--- src/rtl/nvdla_cmac_sched_pkg.sv ---
// Shared types, defaults and helpers for the CMAC weight/data scheduler.
// Shadow-state encoding, slot one-hot decode and the core's atom geometry.
package nvdla_cmac_sched_pkg;

  localparam int unsigned ATOMK_HALF_DEF = 8;
  localparam int unsigned ATOMC_DEF      = 64;
  localparam int unsigned STRIPE_W_DEF   = 16;
  localparam int unsigned KNUM_W_DEF     = 4;

  typedef enum logic [1:0] {
    S_IDLE = 2'd0,
    S_FILL = 2'd1,
    S_FULL = 2'd2
  } shadow_state_e;

  // Callers size-cast the result down to their slot count.
  function automatic logic [31:0] onehot(input logic [31:0] idx);
    return 32'd1 << idx[4:0];
  endfunction

endpackage

--- src/rtl/nvdla_cmac_core_wt_sched_if.sv ---
// Weight/data stream bundle between the CSC-side feeder and the CMAC scheduler.
// slave = scheduler view, master = feeder / core-datapath view.
interface nvdla_cmac_core_wt_sched_if
  import nvdla_cmac_sched_pkg::*;
#(
  parameter int unsigned ATOMK_HALF = ATOMK_HALF_DEF,
  parameter int unsigned ATOMC      = ATOMC_DEF
);
  logic                  wt_in_pvld;
  logic                  wt_in_prdy;
  logic [ATOMC-1:0]      wt_in_mask;
  logic                  dat_in_pvld;
  logic                  dat_in_prdy;
  logic [ATOMC-1:0]      dat_in_mask;
  logic                  dat_in_stripe_st;
  logic                  dat_in_stripe_end;
  logic                  in_wt_pvld;
  logic [ATOMC-1:0]      in_wt_mask;
  logic [ATOMK_HALF-1:0] in_wt_sel;
  logic                  in_dat_pvld;
  logic [ATOMC-1:0]      in_dat_mask;
  logic                  in_dat_stripe_st;
  logic                  in_dat_stripe_end;

  modport slave (
    input  wt_in_pvld, wt_in_mask, dat_in_pvld, dat_in_mask,
           dat_in_stripe_st, dat_in_stripe_end,
    output wt_in_prdy, dat_in_prdy,
           in_wt_pvld, in_wt_mask, in_wt_sel,
           in_dat_pvld, in_dat_mask, in_dat_stripe_st, in_dat_stripe_end
  );

  modport master (
    output wt_in_pvld, wt_in_mask, dat_in_pvld, dat_in_mask,
           dat_in_stripe_st, dat_in_stripe_end,
    input  wt_in_prdy, dat_in_prdy,
           in_wt_pvld, in_wt_mask, in_wt_sel,
           in_dat_pvld, in_dat_mask, in_dat_stripe_st, in_dat_stripe_end
  );
endinterface

--- src/rtl/nvdla_cmac_sched_oreg.sv ---
// One-cycle output stage: captures d on en, otherwise drives zero.
module nvdla_cmac_sched_oreg #(
  parameter int unsigned W = 1
) (
  input  logic         clk,
  input  logic         rst,
  input  logic         en,
  input  logic [W-1:0] d,
  output logic [W-1:0] q
);
  always_ff @(posedge clk) begin
    if (rst) q <= '0;
    else     q <= en ? d : '0;
  end
endmodule

--- src/rtl/nvdla_cmac_core_wt_sched.sv ---
// CMAC weight/data scheduler: fills shadow kernel slots, gates stripe-start
// data beats until the shadow set is full, and counts stripes per operation.
module nvdla_cmac_core_wt_sched
  import nvdla_cmac_sched_pkg::*;
#(
  parameter int unsigned ATOMK_HALF = ATOMK_HALF_DEF,
  parameter int unsigned ATOMC      = ATOMC_DEF,
  parameter int unsigned STRIPE_W   = STRIPE_W_DEF,
  parameter int unsigned KNUM_W     = KNUM_W_DEF
) (
  input  logic                       nvdla_core_clk,
  input  logic                       nvdla_core_rst,
  input  logic                       op_start,
  input  logic [KNUM_W-1:0]          cfg_kernel_num,
  input  logic [STRIPE_W-1:0]        op_stripe_num,
  nvdla_cmac_core_wt_sched_if.slave  io,
  output logic                       op_busy,
  output logic                       op_done,
  output logic                       err_proto
);

  localparam logic [KNUM_W-1:0] KNUM_MAX = KNUM_W'(ATOMK_HALF);
  localparam int unsigned WT_W  = 1 + ATOMC + ATOMK_HALF;
  localparam int unsigned DAT_W = 3 + ATOMC;

  shadow_state_e         state, state_nxt;
  logic [KNUM_W-1:0]     wt_k, kernel_num, knum_m1;
  logic [STRIPE_W-1:0]   st_cnt, st_cnt_inc, cnt_eff, stripe_num;
  logic                  stripe_active;

  logic                  wt_prdy, dat_prdy;
  logic                  wt_acc, dat_acc, st_acc, end_acc;
  logic                  knum_ok, start_ok, op_go, wt_last, final_end;
  logic                  done_nxt, err_set;
  logic [ATOMK_HALF-1:0] wt_sel;

  always_comb begin
    state_nxt  = state;
    wt_prdy    = (state == S_FILL);
    dat_prdy   = op_busy && !(io.dat_in_stripe_st && (state != S_FULL));
    wt_acc     = wt_prdy && io.wt_in_pvld;
    dat_acc    = dat_prdy && io.dat_in_pvld;
    st_acc     = dat_acc && io.dat_in_stripe_st;
    end_acc    = dat_acc && io.dat_in_stripe_end;
    knum_ok    = (cfg_kernel_num != '0) && (cfg_kernel_num <= KNUM_MAX);
    start_ok   = op_start && !op_busy;
    op_go      = start_ok && knum_ok && (op_stripe_num != '0);
    knum_m1    = kernel_num - 1'b1;
    wt_last    = wt_acc && (wt_k == knum_m1);
    st_cnt_inc = st_cnt + 1'b1;
    // A one-beat stripe sees its own start before its end is judged.
    cnt_eff    = st_acc ? st_cnt_inc : st_cnt;
    final_end  = end_acc && (cnt_eff == stripe_num);
    done_nxt   = (start_ok && knum_ok && (op_stripe_num == '0)) || final_end;
    err_set    = (st_acc && stripe_active)
              || (end_acc && !stripe_active && !st_acc)
              || (start_ok && !knum_ok);
    wt_sel     = ATOMK_HALF'(onehot(32'(wt_k)));

    unique case (state)
      S_IDLE:  if (op_go) state_nxt = S_FILL;
      S_FILL:  if (wt_last) state_nxt = S_FULL;
      S_FULL:  if (st_acc) state_nxt = (st_cnt_inc < stripe_num) ? S_FILL : S_IDLE;
      default: state_nxt = S_IDLE;
    endcase
  end

  assign io.wt_in_prdy  = wt_prdy;
  assign io.dat_in_prdy = dat_prdy;

  always_ff @(posedge nvdla_core_clk) begin
    if (nvdla_core_rst) begin
      state         <= S_IDLE;
      wt_k          <= '0;
      st_cnt        <= '0;
      kernel_num    <= '0;
      stripe_num    <= '0;
      stripe_active <= 1'b0;
      op_busy       <= 1'b0;
      op_done       <= 1'b0;
      err_proto     <= 1'b0;
    end else begin
      state   <= state_nxt;
      op_done <= done_nxt;
      if (err_set) err_proto <= 1'b1;
      if (op_go) begin
        op_busy       <= 1'b1;
        wt_k          <= '0;
        st_cnt        <= '0;
        kernel_num    <= cfg_kernel_num;
        stripe_num    <= op_stripe_num;
        stripe_active <= 1'b0;
      end else begin
        if (wt_acc) wt_k <= wt_last ? '0 : wt_k + 1'b1;
        if (st_acc) st_cnt <= st_cnt_inc;
        if (end_acc)     stripe_active <= 1'b0;
        else if (st_acc) stripe_active <= 1'b1;
        if (final_end) op_busy <= 1'b0;
      end
    end
  end

  logic [WT_W-1:0]  wt_q;
  logic [DAT_W-1:0] dat_q;

  nvdla_cmac_sched_oreg #(.W(WT_W)) u_wt_oreg (
    .clk (nvdla_core_clk),
    .rst (nvdla_core_rst),
    .en  (wt_acc),
    .d   ({1'b1, io.wt_in_mask, wt_sel}),
    .q   (wt_q)
  );

  nvdla_cmac_sched_oreg #(.W(DAT_W)) u_dat_oreg (
    .clk (nvdla_core_clk),
    .rst (nvdla_core_rst),
    .en  (dat_acc),
    .d   ({1'b1, io.dat_in_mask, io.dat_in_stripe_st, io.dat_in_stripe_end}),
    .q   (dat_q)
  );

  assign {io.in_wt_pvld, io.in_wt_mask, io.in_wt_sel} = wt_q;
  assign {io.in_dat_pvld, io.in_dat_mask, io.in_dat_stripe_st, io.in_dat_stripe_end} = dat_q;

endmodule

--- src/flat_wrapper.sv ---
// flat-port wrapper written by rule: the top's interface ports become plain ports
module nvdla_cmac_core_wt_sched_flat import nvdla_cmac_sched_pkg::*;
#(
  parameter int unsigned ATOMK_HALF = ATOMK_HALF_DEF,
  parameter int unsigned ATOMC      = ATOMC_DEF,
  parameter int unsigned STRIPE_W   = STRIPE_W_DEF,
  parameter int unsigned KNUM_W     = KNUM_W_DEF
)
  (nvdla_core_clk, nvdla_core_rst, op_start, cfg_kernel_num, op_stripe_num, op_busy, op_done, err_proto, io_wt_in_pvld, io_wt_in_mask, io_dat_in_pvld, io_dat_in_mask, io_dat_in_stripe_st, io_dat_in_stripe_end, io_wt_in_prdy, io_dat_in_prdy, io_in_wt_pvld, io_in_wt_mask, io_in_wt_sel, io_in_dat_pvld, io_in_dat_mask, io_in_dat_stripe_st, io_in_dat_stripe_end);
  nvdla_cmac_core_wt_sched_if #(.ATOMK_HALF(ATOMK_HALF), .ATOMC(ATOMC)) io_i ();
  input  logic nvdla_core_clk;
  input  logic nvdla_core_rst;
  input  logic op_start;
  input  logic [KNUM_W-1:0] cfg_kernel_num;
  input  logic [STRIPE_W-1:0] op_stripe_num;
  output logic op_busy;
  output logic op_done;
  output logic err_proto;
  input wire logic [$bits(io_i.wt_in_pvld)-1:0] io_wt_in_pvld;
  input wire logic [$bits(io_i.wt_in_mask)-1:0] io_wt_in_mask;
  input wire logic [$bits(io_i.dat_in_pvld)-1:0] io_dat_in_pvld;
  input wire logic [$bits(io_i.dat_in_mask)-1:0] io_dat_in_mask;
  input wire logic [$bits(io_i.dat_in_stripe_st)-1:0] io_dat_in_stripe_st;
  input wire logic [$bits(io_i.dat_in_stripe_end)-1:0] io_dat_in_stripe_end;
  output wire logic [$bits(io_i.wt_in_prdy)-1:0] io_wt_in_prdy;
  output wire logic [$bits(io_i.dat_in_prdy)-1:0] io_dat_in_prdy;
  output wire logic [$bits(io_i.in_wt_pvld)-1:0] io_in_wt_pvld;
  output wire logic [$bits(io_i.in_wt_mask)-1:0] io_in_wt_mask;
  output wire logic [$bits(io_i.in_wt_sel)-1:0] io_in_wt_sel;
  output wire logic [$bits(io_i.in_dat_pvld)-1:0] io_in_dat_pvld;
  output wire logic [$bits(io_i.in_dat_mask)-1:0] io_in_dat_mask;
  output wire logic [$bits(io_i.in_dat_stripe_st)-1:0] io_in_dat_stripe_st;
  output wire logic [$bits(io_i.in_dat_stripe_end)-1:0] io_in_dat_stripe_end;
  assign io_i.wt_in_pvld = io_wt_in_pvld;
  assign io_i.wt_in_mask = io_wt_in_mask;
  assign io_i.dat_in_pvld = io_dat_in_pvld;
  assign io_i.dat_in_mask = io_dat_in_mask;
  assign io_i.dat_in_stripe_st = io_dat_in_stripe_st;
  assign io_i.dat_in_stripe_end = io_dat_in_stripe_end;
  assign io_wt_in_prdy = io_i.wt_in_prdy;
  assign io_dat_in_prdy = io_i.dat_in_prdy;
  assign io_in_wt_pvld = io_i.in_wt_pvld;
  assign io_in_wt_mask = io_i.in_wt_mask;
  assign io_in_wt_sel = io_i.in_wt_sel;
  assign io_in_dat_pvld = io_i.in_dat_pvld;
  assign io_in_dat_mask = io_i.in_dat_mask;
  assign io_in_dat_stripe_st = io_i.in_dat_stripe_st;
  assign io_in_dat_stripe_end = io_i.in_dat_stripe_end;
  nvdla_cmac_core_wt_sched #(.ATOMK_HALF(ATOMK_HALF), .ATOMC(ATOMC), .STRIPE_W(STRIPE_W), .KNUM_W(KNUM_W)) u_core (.nvdla_core_clk(nvdla_core_clk), .nvdla_core_rst(nvdla_core_rst), .op_start(op_start), .cfg_kernel_num(cfg_kernel_num), .op_stripe_num(op_stripe_num), .io(io_i), .op_busy(op_busy), .op_done(op_done), .err_proto(err_proto));
endmodule
--- config.mk ---
export PLATFORM = sky130hd
export DESIGN_NAME = nvdla_cmac_core_wt_sched_flat
export DESIGN_NICKNAME = d
export VERILOG_FILES = /design/src/rtl/nvdla_cmac_sched_pkg.sv /design/src/rtl/nvdla_cmac_core_wt_sched_if.sv /design/src/rtl/nvdla_cmac_sched_oreg.sv /design/src/rtl/nvdla_cmac_core_wt_sched.sv /design/src/flat_wrapper.sv
export SDC_FILE = /design/constraint.sdc
export NUM_CORES = 1
export LEC_CHECK = 0
export ABC_AREA = 0
export CORE_MARGIN = 3
export CORE_UTILIZATION = 45
export DETAILED_ROUTE_END_ITERATION = 10
export GPL_ROUTABILITY_DRIVEN = 0
export HOLD_SLACK_MARGIN = 0.12
export PLACE_DENSITY = 0.9
export SLEW_MARGIN = 20
export SYNTH_ARGS = -nofsm -noshare
export SYNTH_HDL_FRONTEND = slang
export SYNTH_SLANG_ARGS = --single-unit
--- constraint.sdc ---
create_clock -name nvdla_core_clk -period 5.1 [get_ports nvdla_core_clk]
set_clock_uncertainty 0.05 [all_clocks]
set_input_delay 1.275 -clock nvdla_core_clk [delete_from_list [all_inputs] [get_ports nvdla_core_clk]]
set_output_delay 1.275 -clock nvdla_core_clk [all_outputs]
set_load 0.005 [all_outputs]
; ---- Word level (Yosys, flattened, before mapping)
; Cells that the tools add are included.
[classes]
n_addsub = 3
mul = 0
div = 0
order_cmp = 2
eq_ne = 8
shift = 1
mux = 11
bitwise_logic = 2
reduce_logical = 35
[op_table]
columns = operator, count
row1 = 73-bit 2-to-1 mux, 1
row2 = 67-bit 2-to-1 mux, 1
row3 = 1-bit logical AND, 17
row4 = 16-bit by 1-bit adder with 16-bit output (second input constant), 1
row5 = 16-bit == test, 1
row6 = 16-bit logical NOT, 1
row7 = 16-bit less-than comparator, 1
row8 = 16-bit 2-to-1 mux, 1
row9 = 16-bit nonzero test, 1
row10 = 1-bit by 4-bit << shifter with 8-bit output (first input constant), 1
row11 = 2-bit 2-to-1 mux, 3
row12 = 2-bit by 1-bit inequality test with 1-bit output (second input constant), 3
row13 = 2-bit case mux with 3 select lines, 1
row14 = 2-bit OR reduction, 3
row15 = 1-bit logical NOT, 5
row16 = 4-bit by 1-bit adder with 4-bit output (second input constant), 1
row17 = 4-bit == test, 1
row18 = 4-bit <= comparator (second input constant), 1
row19 = 4-bit 2-to-1 mux, 1
row20 = 4-bit nonzero test, 1
row21 = 4-bit by 1-bit subtractor with 4-bit output (second input constant), 1
row22 = 1-bit logical OR, 3
row23 = 1-bit 2-to-1 mux, 3
row24 = 3-bit AND reduction, 1
row25 = 7 further kinds, 8
[word_totals]
regBits = 186
latch_bits = 0
ram_bits = 0
romBits = 0
inputBits = 155
output_inout_bits = 145
elab_cells = 75
n_memories = 0

; ---- Depth between registers and ports, before layout
; Gate-level depths: netlist of the first run.
[depth]
depth_word = 11
mapped_depth = 13
ltp_nobuf = 12

; ---- Cells and area by module
; A second synthesis of the first run with hierarchy kept.
[hier_totals]
cells_unflattened = 724
hier_area_um2 = 7656.1
[modules_own_cells]
columns = module, n_inst, cells_each, area_each_um2
row1 = nvdla_cmac_core_wt_sched, 1, 415, 3354.5
row2 = nvdla_cmac_sched_oreg (u_core.u_wt_oreg), 1, 161, 2248.4
row3 = nvdla_cmac_sched_oreg (u_core.u_dat_oreg), 1, 148, 2053.2

; ---- Worst setup path after synthesis of the first run
; OpenSTA, ideal clock, no wires.
[synth_timing]
path_type = input -> register
startpoint = in io_dat_in_pvld
endpoint = reg u_core.op_done
setup_ps = 66
t_arrival_ps = 3118
required_ps = 4984
path_slack_ps = 1866
path_stages = 7
n_path_buf = 0
cell_sequence = nand3_1 -> or4_2 -> nor3_1 -> xnor3_1 -> o2111ai_1 -> or3_1 -> a21oi_2
[synth_between]
elab_chain_cells = 6
[synth_rtl]
columns = item, line
row1 = "start, declared", flat_wrapper.sv:21  ; input wire logic [$bits(io_i.dat_in_pvld)-1:0] io_dat_in_pvld;
row2 = 1-bit logical AND (*), nvdla_cmac_core_wt_sched.sv:42  ; dat_acc = dat_prdy && io.dat_in_pvld;
row3 = 1-bit logical AND, nvdla_cmac_core_wt_sched.sv:43  ; st_acc = dat_acc && io.dat_in_stripe_st;
row4 = 16-bit 2-to-1 mux, n/a
row5 = 16-bit == test, nvdla_cmac_core_wt_sched.sv:53  ; final_end = end_acc && (cnt_eff == stripe_num);
row6 = 1-bit logical AND (*), nvdla_cmac_core_wt_sched.sv:53
row7 = 1-bit logical OR (*), nvdla_cmac_core_wt_sched.sv:54  ; done_nxt = (start_ok && knum_ok && (op_stripe_num == '0)) || final_end;
row8 = "end signal, assigned", nvdla_cmac_core_wt_sched.sv:84  ; op_done <= done_nxt;
row9 = "end, declared", nvdla_cmac_core_wt_sched.sv:18  ; output logic op_done,
; Mark *: on every way between the ends. The rest lies on a longest branch, timed or not.
; A chain may end at the register's enable or synchronous reset.

; ---- Worst setup path after layout of the first run
[layout_timing]
startpoint = in io_dat_in_stripe_st
endpoint = out io_dat_in_prdy
[layout_between]
elab_chain_cells = 3
[layout_rtl]
columns = item, line
row1 = "start, declared", flat_wrapper.sv:23  ; input wire logic [$bits(io_i.dat_in_stripe_st)-1:0] io_dat_in_stripe_st;
row2 = 1-bit logical AND, nvdla_cmac_core_wt_sched.sv:40  ; dat_prdy = op_busy && !(io.dat_in_stripe_st && (state != S_FULL));
row3 = 1-bit logical NOT, nvdla_cmac_core_wt_sched.sv:40
row4 = 1-bit logical AND, nvdla_cmac_core_wt_sched.sv:40
row5 = "end, declared", flat_wrapper.sv:26  ; output wire logic [$bits(io_i.dat_in_prdy)-1:0] io_dat_in_prdy;
; Every way passes these cells.

==> flow_summary.ini, run 1 <==
[run_status]
outcome = completed

[clocking]
post_cts.resized_instances = 0
ctsLongestPathBuffers = 2
cts_root_buffer = sky130_fd_sc_hd__clkbuf_16
num_clock_sinks = 186
htree_num_levels = 4
tritoncts = yes
post_cts_hold_buffer_count = 0
cts_setup_buffers = 0
cts.clk_slew.worst_paths_ns = 0.07
tritoncts.num_buffers = 17
clock_latency_on_the_worst_skew_pair_ns = 0.43

[floorplanning]
start_util_pct = 46.7
io_pins = 300
placementRows = 44
die_height_um = 129
die-area_um2 = 16800
die_w_um = 129
core_area_um2 = 14700

[final_layout]
final_common_cell = sky130_fd_sc_hd__clkdlybuf4s50_1
post-route-cell-area_um2 = 10600
syn2layout_area_growth_pct = 53.9
layout-drive-gt1-share_pct = 4.99
antennaDiodeCount = 0
final_cell_count_no_fill = 1145
num-nets-final = 1126
most-common-layout-cells = sky130_fd_sc_hd__clkdlybuf4s50_1 (299), sky130_fd_sc_hd__dfxtp_1 (186), sky130_fd_sc_hd__and2_1 (133), sky130_fd_sc_hd__nor2_1 (53), sky130_fd_sc_hd__xnor2_1 (31)
final_util_pct = 71.8

[setup_path]
critical_path.max_stage_delay_ns = 0.57
path_delay_family = buffers and inverters
cp-start-kind = input pin
critical_path_buf_inv_count = 2
cp_data_required_time_ns = 3.77
cp_data_arrival_time_ns = 2.57
critical_path_peak_fanout = 3
critical-path-slowest-cell = sky130_fd_sc_hd__clkdlybuf4s50_1
reg2regPathDepth = 10
cp_cell_sequence = clkdlybuf4s50_1, a21boi_0, clkdlybuf4s50_1
critical_path_depth = 3
setup.worst_path.class = input pin to output port
critical-path-top-cell-by-count = sky130_fd_sc_hd__clkdlybuf4s50_1
timing.critical_path.to_type = output port

[place]
detailed_place_hpwl_mm = 16.0
place_area_um2 = 9950
dpl.cell_count = 1112
port-buffer-count = 299
place_ws_ns = 1.04

[global_route]
maximum_number_of_pins_on_one_net_before_global_route_repair = 66
vias_in_the_first_global_route = 5616
grt.total_usage_pct = 24.9
grt_first_pass_wirelength_mm = 31.3
gr-total-overflow = 0
antenna_found_initial = 0

[synth]
synth.yosys.seq_area_share_pct = 54.3
average_footprint_of_a_synthesized_cell_um2 = 10.4
synth_cell_type_count = 51
synth-async-reset-ratio_pct = 0
synthFlopType = sky130_fd_sc_hd__dfxtp_1
netlist.top_cell.by_area = sky130_fd_sc_hd__dfxtp_1
post_synth_instance_area_um2 = 6860
number_of_enable_flip_flop_cells_after_synthesis = 0
synth_area_leaders = sky130_fd_sc_hd__dfxtp_1 (54%), sky130_fd_sc_hd__and2_1 (12%), sky130_fd_sc_hd__ha_1 (4.2%)
synth-seq-cells = 186
synth.top_cell.area_share_pct = 54.3
ys.warnings.count = 0
syn-instance-count = 660
mapped_nets = 838

[timing]
grt_setup_unrepaired = false
slew_headroom_pct = 42.8
slew_violations = 0
timing_hold_violations_final = 0
max_clock_freq_ghz = 0.257
worst-slew-pin-transition_ns = 0.858
setup_ws_ns = 1.21
layout_worst_path_cycle_share_pct = 76.4
tns_ns = 0
final_number_of_setup_violating_endpoints = 0
period_minus_slack_ns = 3.89

[detailed_routing]
detail_route.iter0.violations = 346
drt-pass1-iter-count = 5
wirelength_met1_mm = 7.50
routed_wire_length_per_instance_um = 18.4
ant_nets = 0
routed_wirelength_mm = 21.1
detail_route.vias_per_cell = 4.85
routed-via-count = 5557
topRoutingLayerUsed = met4
wl_met2_mm = 11.3
met3_length_mm = 1.93
detail_route.drc_violations = 0

[job]
cap_violations = 0

[min_path]
min_delay_path_depth = 2
hold_path_class = flip-flop to flip-flop

[pwr]
power.ir.vdd_worst_v = 0.000303
pleak_nw = 4.19
power.density_nw_per_um2 = 291
[synthesized netlist by cell type (3+ instances only)]
master and number:
sky130_fd_sc_hd__nand3_1 10, sky130_fd_sc_hd__o2111ai_1 3, sky130_fd_sc_hd__a21oi_1 12, sky130_fd_sc_hd__xor2_1 13
sky130_fd_sc_hd__xnor2_1 31, sky130_fd_sc_hd__buf_6 4, sky130_fd_sc_hd__nor3_1 15, sky130_fd_sc_hd__nor2_1 55
sky130_fd_sc_hd__mux2i_1 21, sky130_fd_sc_hd__ha_1 23, sky130_fd_sc_hd__clkbuf_1 24, sky130_fd_sc_hd__xnor3_1 3
sky130_fd_sc_hd__nand2_1 19, sky130_fd_sc_hd__nor4_1 11, sky130_fd_sc_hd__o21a_1 3, sky130_fd_sc_hd__dfxtp_1 186
sky130_fd_sc_hd__nand4_1 10, sky130_fd_sc_hd__buf_4 3, sky130_fd_sc_hd__o21ai_0 7, sky130_fd_sc_hd__inv_1 21
sky130_fd_sc_hd__a2111oi_0 3, sky130_fd_sc_hd__and3_1 4, sky130_fd_sc_hd__and2_1 133, sky130_fd_sc_hd__nor2b_1 7
[final cells by class]
class	instances	area, um^2
fillers	1026	4140
flip-flops and latches	186	3720
repair buffers	304	3040
multi-input cells	418	2890
clock buffers	20	457
well taps	184	230
clock inverters	12	133
inverters	21	78.8
[state kept, by name (all words and copies together) (netlist names)]
register              count
u_core.u_dat_oreg.q      67
u_core.u_wt_oreg.q       73
u_core.op_done            1
u_core.st_cnt            16
u_core.wt_k               4
u_core.err_proto          1
u_core.state              2
u_core.stripe_active      1
u_core.op_busy            1
u_core.kernel_num         4
u_core.stripe_num        16
[final timing paths]
kind,slack (ns),end,from
hold reg to reg,0.46,u_core.stripe_num[10],u_core.stripe_num[10]
setup / recovery,1.21,io_dat_in_prdy,io_dat_in_stripe_st
setup reg to reg,1.82,u_core.state[0],u_core.st_cnt[5]
hold / removal,0.46,u_core.stripe_num[10],u_core.stripe_num[10]
[kinds of logic after synthesis]
logic type	after synthesis	share of synthesized area (%)
fa+ha+maj	23	4.19
compound gates	43	4.34
flops	186	54.3
buf+inv	56	3.70
xor+xnor	49	7.29
simple gates	282	23.1
mux	21	3.06
[worst register-to-register path: cells and delay by family, from the launching register on]
family / cells / cell delay [ns]
and+or+nand+nor: 6 / 1.61
DFF: 1 / 0.61
AOI/OAI and AO/OA: 2 / 0.42
adders and majority gates: 1 / 0.32
xor gates and xnor gates: 1 / 0.15
[per-layer routing]
metal	global-route usage, %	up-vias
met1	26.5	2560
met4	7.33	0
li1	-	2738
met2	45.1	231
met5	0	-
met3	10.3	28
[through the flow]
stage          hold slack [ns]  power, mW
2_1_floorplan            0.408       1.61
3_3_place_gp             0.427       1.79
5_1_grt                  0.487       3.18
3_5_place_dp             0.435       1.80
6_report                 0.459       3.08
4_1_cts                  0.453       3.09
[power breakdown]
group	internal [mW]	switching, mW	leakage (nW)
combinational	0.179	0.0898	2.40
clock	0.715	0.597	0.288
sequential	1.48	0.0182	1.50
Note: power is estimated with default switching activity, not from simulation.
==> inputs of run 2 (changes only) <==
- CORE_UTILIZATION: 45 -> 38
- PLACE_DENSITY: 0.9 -> 0.81
- clock period: 5.1 -> 3.5 ns (I/O delays scaled with it)
==> run 2 against run 1 <==
Compared with the run above: sequential cell count unchanged; worst setup slack got worse by 1.0 ns; via count up 0.86%; final cell count is 4.7% higher; sequential power is 45% higher; core utilization fell by 11 points; critical path depth rose by 7; global-route usage fell by 4.2 points; register-to-register slack got worse by 1.6 ns; die area is 18% higher; worst hold slack got worse by 0.0057 ns; combinational power grew 47%.
==> flow_summary.ini, run 2 (synthesized netlist as in run 1, its figures left out) <==
[setup_path]
critical_path_peak_fanout = 9
cp-start-kind = flip-flop
cp_data_required_time_ns = 3.73
cp_data_arrival_time_ns = 3.53
timing.critical_path.to_type = flip-flop
setup.worst_path.class = flip-flop to flip-flop
timing.critical_path.from = u_core.st_cnt[0]
crit-reg2reg-launch = u_core.st_cnt[0]

[timing]
minimum_hold_slack_ns = 0.453
grt_setup_unrepaired = false
period_minus_slack_ns = 3.30
worst-slew-pin-transition_ns = 0.607
layout_worst_path_cycle_share_pct = 94.2
slew_headroom_pct = 59.4
timing_hold_violations_final = 0
max_clock_freq_ghz = 0.303
slew_violations = 0
final_number_of_setup_violating_endpoints = 0
tns_ns = 0

[final_layout]
num-nets-final = 1139
layout-drive-gt1-share_pct = 6.26
final_common_cell = sky130_fd_sc_hd__clkdlybuf4s50_1
most-common-layout-cells = sky130_fd_sc_hd__clkdlybuf4s50_1 (299), sky130_fd_sc_hd__dfxtp_1 (186), sky130_fd_sc_hd__and2_1 (133), sky130_fd_sc_hd__nor2_1 (53), sky130_fd_sc_hd__xnor2_1 (31)
syn2layout_area_growth_pct = 55.9
max_flop_register = u_core.u_wt_oreg.q
antennaDiodeCount = 0
largestRegisters = u_core.u_wt_oreg.q: 73 flops, u_core.u_dat_oreg.q: 67 flops
final.fill_count = 1359
largest_register_ffs = 73

[clocking]
htree_num_levels = 4
clock_latency_on_the_worst_skew_pair_ns = 0.42
cts.clk_slew.worst_paths_ns = 0.07
cts_root_buffer = sky130_fd_sc_hd__clkbuf_16
cts_setup_buffers = 0
tritoncts = yes
tritoncts.num_buffers = 17
num_clock_sinks = 186
post_cts_hold_buffer_count = 0
post_cts.resized_instances = 0
ctsLongestPathBuffers = 2

[global_route]
grt.total_usage_pct = 20.6
antenna_found_initial = 1
grt_first_pass_wirelength_mm = 31.6
vias_in_the_first_global_route = 5895
maximum_number_of_pins_on_one_net_before_global_route_repair = 66
gr-total-overflow = 0

[detailed_routing]
topRoutingLayerUsed = met5
routed_wire_length_per_instance_um = 17.0
detail_route.drc_violations = 0
wirelength_met1_mm = 7.61
ant_nets = 0
routed_wirelength_mm = 20.4
wl_met2_mm = 10.6
drt-pass1-iter-count = 7
routed-via-count = 5605
detail_route.vias_per_cell = 4.67
met3_length_mm = 1.78
detail_route.iter0.violations = 418

[pwr]
power.ir.vdd_worst_v = 0.000321
pleak_nw = 4.25
power.density_nw_per_um2 = 418

[place]
detailed_place_hpwl_mm = 15.9
port-buffer-count = 299

[floorplanning]
io_pins = 300
core_area_um2 = 17500
die_w_um = 140
placementRows = 48
start_util_pct = 39.3
die_height_um = 140
die-area_um2 = 19700

[min_path]
timing.hold.worst.start = u_core.st_cnt[14]
hold_path_class = flip-flop to flip-flop

[run_status]
outcome = completed

[job]
cap_violations = 0
## run 2: changes by cell type in the layout (fill, tap and decap cells not counted)
cell and change:
sky130_fd_sc_hd__clkbuf_8 -1, sky130_fd_sc_hd__clkinv_2 -2, sky130_fd_sc_hd__clkinv_8 +1, sky130_fd_sc_hd__buf_4 +14, sky130_fd_sc_hd__inv_6 -2, sky130_fd_sc_hd__buf_12 -1
sky130_fd_sc_hd__inv_8 +5, sky130_fd_sc_hd__bufinv_16 -1
## run 2: area by class of cell
type,count,area (um^2),share of cell area (%)
clock buffer,19,443,4.14
clock inverter,13,148,1.38
inverter,21,78.8,0.737
sequential,186,3720,34.8
multi-input combinational,418,2890,27.1
timing repair buffer,317,3130,29.2
tap,225,282,2.63
## run 2: critical path: stages (launching register included)
cell                       delay, ns
sky130_fd_sc_hd__dfxtp_1        0.48
sky130_fd_sc_hd__nand3_4        0.18
sky130_fd_sc_hd__nor2_1         0.30
sky130_fd_sc_hd__nand3_1        0.18
sky130_fd_sc_hd__or4_1          0.45
sky130_fd_sc_hd__xnor2_1        0.15
sky130_fd_sc_hd__ha_1           0.32
sky130_fd_sc_hd__nand4_1        0.07
sky130_fd_sc_hd__or4_1          0.47
sky130_fd_sc_hd__o21ai_0        0.37
sky130_fd_sc_hd__a211oi_1       0.14
## run 2: power by group
part           total, mW  internal, mW  switching [mW]
registers           2.18          2.15          0.0253
logic              0.395         0.264           0.132
clock network       1.90         0.979           0.918
## run 2: path summary, 6_finish.rpt
path                             to  slack (ns)  depth (start not counted)
setup / recovery    u_core.state[0]        0.20                         10
hold / removal    u_core.st_cnt[14]        0.45                          2
hold reg to reg   u_core.st_cnt[14]        0.45                          2
setup reg to reg    u_core.state[0]        0.20                         10
## run 2: routing by layer
metal | up-vias | track usage, %
met2 | 239 | 37.0
met1 | 2577 | 22.1
li1 | 2756 | -
met5 | - | 0
met3 | 31 | 8.47
met4 | 2 | 6.37
## run 2: through the flow
stage | utilization, % | total power, mW | cells | area, um^2 | worst slack (ns)
6_report | 61.2 | 4.47 | 1199 | 10700 | 0.202
5_1_grt | 61.2 | 4.64 | 1199 | 10700 | 0.147
4_1_cts | 61.2 | 4.51 | 1199 | 10700 | 0.272
3_3_place_gp | 57.8 | 2.61 | 1167 | 10100 | 0.116
2_1_floorplan | - | 2.35 | 660 | 6860 | 0.666
3_5_place_dp | 57.8 | 2.62 | 1167 | 10100 | 0.0117
